--- src/rtl/dbus_map_pkg.sv ---
// rtl/dbus_map_pkg.sv - data-bus address map and response-tracking types
package dbus_map_pkg;

  localparam logic [31:0] RAM_BASE    = 32'h0000_3000;
  localparam logic [31:0] RAM_SIZE    = 32'h0000_1000;
  localparam logic [31:0] IO_BASE     = 32'h0000_4000;
  localparam logic [31:0] IO_SIZE     = 32'h0000_000C;
  localparam logic [31:0] UART0_BASE  = 32'h0000_400C;
  localparam logic [31:0] UART0_SIZE  = 32'h0000_0014;
  localparam logic [31:0] TIMER_BASE  = 32'h0000_4020;
  localparam logic [31:0] TIMER_SIZE  = 32'h0000_0060;
  localparam logic [31:0] TIMER1_BASE = 32'h0000_4080;
  localparam logic [31:0] TIMER1_SIZE = 32'h0000_0060;

  // Slave 0 occupies the least significant word
  localparam logic [5*32-1:0] DEF_SLV_BASE =
    {TIMER1_BASE, TIMER_BASE, UART0_BASE, IO_BASE, RAM_BASE};
  localparam logic [5*32-1:0] DEF_SLV_SIZE =
    {TIMER1_SIZE, TIMER_SIZE, UART0_SIZE, IO_SIZE, RAM_SIZE};

  typedef struct packed {
    logic       decerr;
    logic [2:0] idx;
  } resp_ent_t;

endpackage

--- src/rtl/dbus_resp_fifo.sv ---
// rtl/dbus_resp_fifo.sv - in-order response tracking FIFO
module dbus_resp_fifo
  import dbus_map_pkg::*;
#(
  parameter  int DEPTH = 2,
  localparam int CW    = $clog2(DEPTH + 1),
  localparam int PW    = (DEPTH > 1) ? $clog2(DEPTH) : 1
) (
  input  logic          clk,
  input  logic          rst,
  input  logic          push_i,
  input  resp_ent_t     ent_i,
  input  logic          pop_i,
  output resp_ent_t     head_o,
  output logic [CW-1:0] count_o,
  output logic          full_o,
  output logic          empty_o
);

  resp_ent_t     mem_q [DEPTH];
  logic [PW-1:0] wr_ptr_q, wr_ptr_d;
  logic [PW-1:0] rd_ptr_q, rd_ptr_d;
  logic [CW-1:0] count_q, count_d;
  logic          do_push, do_pop;

  assign empty_o = (count_q == '0);
  assign full_o  = (count_q == CW'(DEPTH));
  assign count_o = count_q;
  assign head_o  = mem_q[rd_ptr_q];

  // A full FIFO may push when it pops: the write lands in the slot being freed
  assign do_pop  = pop_i && !empty_o;
  assign do_push = push_i && (!full_o || do_pop);

  always_comb begin
    wr_ptr_d = wr_ptr_q;
    rd_ptr_d = rd_ptr_q;
    count_d  = count_q;
    if (do_push) wr_ptr_d = (wr_ptr_q == PW'(DEPTH - 1)) ? '0 : wr_ptr_q + 1'b1;
    if (do_pop)  rd_ptr_d = (rd_ptr_q == PW'(DEPTH - 1)) ? '0 : rd_ptr_q + 1'b1;
    if (do_push && !do_pop)      count_d = count_q + 1'b1;
    else if (!do_push && do_pop) count_d = count_q - 1'b1;
  end

  always_ff @(posedge clk) begin
    if (rst) begin
      wr_ptr_q <= '0;
      rd_ptr_q <= '0;
      count_q  <= '0;
      for (int k = 0; k < DEPTH; k++) mem_q[k] <= '0;
    end else begin
      wr_ptr_q <= wr_ptr_d;
      rd_ptr_q <= rd_ptr_d;
      count_q  <= count_d;
      if (do_push) mem_q[wr_ptr_q] <= ent_i;
    end
  end

endmodule

--- src/rtl/dbus_xbar_1ton.sv ---
// rtl/dbus_xbar_1ton.sv - 1-to-N data-bus demux with in-order pipelined responses
module dbus_xbar_1ton
  import dbus_map_pkg::*;
#(
  parameter  int                   N_SLV     = 5,
  parameter  int                   AW        = 32,
  parameter  int                   DW        = 32,
  parameter  int                   SW        = 4,
  parameter  int                   MAX_OUTST = 2,
  parameter  logic [N_SLV*AW-1:0]  SLV_BASE  = DEF_SLV_BASE,
  parameter  logic [N_SLV*AW-1:0]  SLV_SIZE  = DEF_SLV_SIZE,
  localparam int                   CW        = $clog2(MAX_OUTST + 1)
) (
  input  logic                clk,
  input  logic                rst,
  input  logic                m_req_i,
  input  logic                m_we_i,
  input  logic [SW-1:0]       m_be_i,
  input  logic [AW-1:0]       m_addr_i,
  input  logic [DW-1:0]       m_wdata_i,
  output logic                m_gnt_o,
  output logic                m_rvalid_o,
  output logic [DW-1:0]       m_rdata_o,
  output logic                m_err_o,
  output logic [N_SLV-1:0]    s_req_o,
  output logic                s_we_o,
  output logic [SW-1:0]       s_be_o,
  output logic [AW-1:0]       s_addr_o,
  output logic [DW-1:0]       s_wdata_o,
  input  logic [N_SLV-1:0]    s_gnt_i,
  input  logic [N_SLV-1:0]    s_rvalid_i,
  input  logic [N_SLV*DW-1:0] s_rdata_i,
  input  logic [N_SLV-1:0]    s_err_i,
  output logic [CW-1:0]       outst_o,
  output logic                proto_err_o
);

  logic          hit;
  logic [2:0]    sel_idx;
  logic [AW-1:0] local_addr;
  logic [AW-1:0] base_v, off_v;
  logic          sel_gnt;
  logic          can_push, fwd, pop;
  logic          full, empty;
  resp_ent_t     head, push_ent;
  logic          head_rvalid, head_err;
  logic [DW-1:0] head_rdata;
  logic [N_SLV-1:0] expect_mask;
  logic          proto_err_q, proto_err_d;

  // Scan from the top so the lowest matching index is the one left standing
  always_comb begin
    hit        = 1'b0;
    sel_idx    = '0;
    local_addr = '0;
    base_v     = '0;
    off_v      = '0;
    for (int i = N_SLV - 1; i >= 0; i--) begin
      base_v = SLV_BASE[i*AW +: AW];
      off_v  = m_addr_i - base_v;
      if ((m_addr_i >= base_v) && (off_v < SLV_SIZE[i*AW +: AW])) begin
        hit        = 1'b1;
        sel_idx    = 3'(i);
        local_addr = off_v;
      end
    end
  end

  always_comb begin
    sel_gnt = 1'b0;
    for (int i = 0; i < N_SLV; i++)
      if (sel_idx == 3'(i)) sel_gnt = s_gnt_i[i];
  end

  assign can_push = !full || pop;
  assign fwd      = m_req_i && can_push && hit;
  assign m_gnt_o  = m_req_i && can_push && (hit ? sel_gnt : 1'b1);

  always_comb begin
    for (int i = 0; i < N_SLV; i++) s_req_o[i] = fwd && (sel_idx == 3'(i));
  end

  assign s_we_o    = m_we_i;
  assign s_be_o    = m_be_i;
  assign s_addr_o  = local_addr;
  assign s_wdata_o = m_wdata_i;

  assign push_ent.decerr = !hit;
  assign push_ent.idx    = hit ? sel_idx : 3'd0;

  dbus_resp_fifo #(.DEPTH(MAX_OUTST)) u_fifo (
    .clk     (clk),
    .rst     (rst),
    .push_i  (m_gnt_o),
    .ent_i   (push_ent),
    .pop_i   (pop),
    .head_o  (head),
    .count_o (outst_o),
    .full_o  (full),
    .empty_o (empty)
  );

  always_comb begin
    head_rvalid = 1'b0;
    head_rdata  = '0;
    head_err    = 1'b0;
    expect_mask = '0;
    for (int j = 0; j < N_SLV; j++) begin
      if (head.idx == 3'(j)) begin
        head_rvalid = s_rvalid_i[j];
        head_rdata  = s_rdata_i[j*DW +: DW];
        head_err    = s_err_i[j];
        expect_mask[j] = !empty && !head.decerr;
      end
    end
  end

  always_comb begin
    m_rvalid_o = 1'b0;
    m_rdata_o  = '0;
    m_err_o    = 1'b0;
    pop        = 1'b0;
    if (!empty) begin
      if (head.decerr) begin
        m_rvalid_o = 1'b1;
        m_err_o    = 1'b1;
        pop        = 1'b1;
      end else begin
        m_rvalid_o = head_rvalid;
        m_rdata_o  = head_rdata;
        m_err_o    = head_err;
        pop        = head_rvalid;
      end
    end
  end

  // Any response not from the slave owning the head entry is out of order
  assign proto_err_d = proto_err_q || (|(s_rvalid_i & ~expect_mask));
  assign proto_err_o = proto_err_q;

  always_ff @(posedge clk) begin
    if (rst) proto_err_q <= 1'b0;
    else     proto_err_q <= proto_err_d;
  end

endmodule

--- config.mk ---
export PLATFORM = sky130hd
export DESIGN_NAME = dbus_xbar_1ton
export DESIGN_NICKNAME = d
export VERILOG_FILES = /design/src/rtl/dbus_map_pkg.sv /design/src/rtl/dbus_resp_fifo.sv /design/src/rtl/dbus_xbar_1ton.sv
export SDC_FILE = /design/constraint.sdc
export NUM_CORES = 1
export LEC_CHECK = 0
export CAP_MARGIN = 20
export CORE_AREA = 8 8 134 136
export CTS_BUF_LIST = sky130_fd_sc_hd__clkbuf_16
export DETAILED_ROUTE_END_ITERATION = 10
export DIE_AREA = 0 0 142 144
export GPL_TIMING_DRIVEN = 0
export PLACE_DENSITY = 0.78
export SYNTH_ARGS = -nofsm -noshare
export SYNTH_HDL_FRONTEND = slang
export SYNTH_SLANG_ARGS = --single-unit
--- constraint.sdc ---
create_clock -name clk -period 5.3 [get_ports clk]
set_input_delay 0.795 -clock clk [delete_from_list [all_inputs] [get_ports clk]]
set_output_delay 0.795 -clock clk [all_outputs]
set_load 0.005 [all_outputs]
==> results.md <==
- Result of the run: finished, final reports clean
- Post-synth top flop: edfxtp_1
- Yosys warns: 0
- Post-DRT Antenna Nets: 0
- Initial antenna violation count: 2
- Arr. time, crit path: 4.50 ns
- H-tree depth: 1
- Commonest non-fill, non-tap cells in the layout: 271 x clkdlybuf4s50_1, 96 x buf_4, 83 x nor2_1
- Die Span X: 142 um
- First-pass GRT wire length: 50000 um
- Setup CP Type: input pin to output pin
- Clk_lat worst skew: 0.25 ns
- Synth Area per Inst: 6.83 sq um
- Post-Syn Area: 0.00554 sq mm
- CTS sink count: 14
- GRT Total Usage: 0.320
- Core Footprint: 0.0161 sq mm
- Worst-margin pin slew: 1.03 ns
- Max IR drop VDD: 112 uV
- Maximum number of pins on one net before global-route repair: 11
- Clock Path Buffers: 2
- Max cap viols: 0
- Startpoint Class: input pin
- Share of cells above drive strength 1: 0.213
- CTS clk-pin slew, worst paths: 0.05 ns
- Post-route clock period utilization: 0.999
- Synth Instances: 810
- CTS root buf: clkbuf_16
- Worst Min Path Start: proto_err_o
- Setup crit end kind: output pin
- Hold/Removal Path Class: flip-flop to flip-flop
- Die height: 144 um
- Most common cell after layout, fill and taps aside: clkdlybuf4s50_1
- Crit path max fanout: 5
- Synth area leaders: mux2i_1 7.6%, buf_4 7.3%, nor2_1 6.0%
- Slew HR: 0.313
- Layout overhead on the synthesized area: 80.9%
- Vias in the first global route: 8020
- Final setup margin: 0.00627 ns
- Post-route cell area: 0.0100 sq mm
- Fill cells: 1481
- Port buffer count: 298
- Register area share after synthesis: 0.0651
- LEAKAGE: 0.00395 uW
- Placed cells: 1344
- Post-DR vias/cell: 6.00
- CTS tree: built
- Final nets: 1426
- Slew Viols, Final: 0
- #FFs+latches synth: 14
- IO Count: 359
- Setup crit start: m_addr_i[10]
- Initial Util: 0.345
- DR iter-0 viols: 964
- Rows: 47
- Setup TNS: 0 ns
- PD cells: 155 mW/mm^2
- RD Place Congestion: 1.02
- Max Fclk: 0.189 GHz
- Detailed Routing Iterations Pass 1: 6
- Drt total wl: 35500 um
- Synth async-reset ratio: 0
- Die Area: 0.0204 sq mm
- Post-synth top area cell: mux2i_1
- Distinct cells, synth: 86
- Wirelength per Cell: 25.5 um
- Unrepaired setup endpoints after global routing: true
- Post-route insts no fill: 1393
- Number of synthesized flops with an enable pin: 8
- Routed vias: 8361
- TritonCTS buffer count: 3
- GRT overflow: 0
- Final Setup Violations: 0
- Worst Skew: 0.00246 ns
- Post-DP HPWL: 29200 um
- DRC viols: 0
- CP Data Required Time: 4.51 ns
- Min Tclk post-route: 5.29 ns
- Yosys top cell area share: 0.0759
- Post-place instance area: 0.00885 sq mm
- Hold Violations, Final: 0
- Worst slack, placed: -1.82 ns
-- power by group --
part           total, uW  switching, uW  internal (uW)
logic               1260            644            616
registers            151           13.4            138
clock network        145           45.4           99.8
-- cells by family after synthesis --
kind of cell,after synthesis,share of synthesized area
buffers and inverters,142,0.139
flip-flops,14,0.0651
multiplexers,49,0.0943
XOR/XNOR,29,0.0459
AND/OR/NAND/NOR,373,0.373
other,1,0.000677
adder cells (fa/ha/maj),11,0.0249
AO/OA/AOI/OAI,191,0.257
-- worst max-delay path, cell delays in order --
cell and delay (ns):
clkdlybuf4s50_1 0.49, nor4_4 0.39, buf_4 0.21, and3_1 0.21, a31oi_1 0.19, a2111oi_4 0.32, nand4b_1 0.26, or4_4 0.62
o211ai_4 0.23, a221oi_4 0.10, a31oi_2 0.24, buf_6 0.13, inv_1 0.03, dlygate4sd2_1 0.26
-- stage by stage --
step | util | hold slack [ns] | total power [uW]
detailed placement | 0.552 | 0.503 | 1320
floorplan | - | 0.481 | 741
global route | 0.623 | 0.545 | 1640
CTS | 0.606 | 0.517 | 1520
finish | 0.624 | 0.516 | 1560
global placement | 0.551 | 0.499 | 1310
-- layer usage --
metal | GRT usage | wire length [um] | share of wire | vias up
met4 | 0.127 | 1540 | 0.043 | 0
met2 | 0.528 | 16500 | 0.46 | 576
met5 | 0 | 0 | 0 | -
met1 | 0.398 | 13700 | 0.39 | 3922
li1 | - | - | - | 3753
met3 | 0.0707 | 3750 | 0.11 | 110
-- registers in the layout, indices dropped and copies added, names as in the netlist, named ones only --
name             flops
u_fifo.mem_q         8
u_fifo.count_o       2
proto_err_o          1
u_fifo.rd_ptr_q      1
u_fifo.wr_ptr_q      1
-- cell type report --
cell class / instances / area, sq um / share of cell area
inverter: 23 / 100 / 0.0100
clock inverter: 1 / 3.75 / 0.000375
antenna: 6 / 15.0 / 0.00150
buffer: 115 / 776 / 0.0775
timing repair buffer: 342 / 3330 / 0.332
tap: 220 / 275 / 0.0275
sequential: 14 / 360 / 0.0360
multi-input combinational: 669 / 5080 / 0.507
clock buffer: 3 / 75.1 / 0.00750
-- timing repair --
action | 4_1_cts | 5_1_grt
buffers inserted | 34 | 9
cloned | 0 | 0
hold buffers | 0 | 0
pin swaps | 36 | 30
gates resized for setup | 156 | 60
endpoints found under the setup margin | 40 | 19
-- synth_stat cells (all sizes together), types with 7 or more instances --
| cell | instances |
|---|---|
| nor2 | 88 |
| nand2 | 75 |
| buf | 67 |
| o21ai | 59 |
| clkbuf | 52 |
| mux2i | 42 |
| nand3 | 38 |
| a222oi | 31 |
| nor4 | 26 |
| inv | 23 |
| nor3 | 22 |
| or4 | 21 |
| a21oi | 20 |
| nand4 | 20 |
| xnor2 | 17 |
| xor2 | 12 |
| ha | 11 |
| or3 | 10 |
| or2 | 9 |
| and2 | 8 |
| edfxtp | 8 |
| a21boi | 7 |
| a31oi | 7 |
| and3 | 7 |
| nand4b | 7 |
-- worst paths after layout --
check | cells past startpoint | end | slack [ns]
min | 2 | proto_err_o | 0.52
min reg2reg | 2 | proto_err_o | 0.52
max | 14 | m_gnt_o | 0.006
max reg2reg | 15 | u_fifo.count_o[1] | 1.51
No activity file was read; power rests on OpenSTA's default activity.
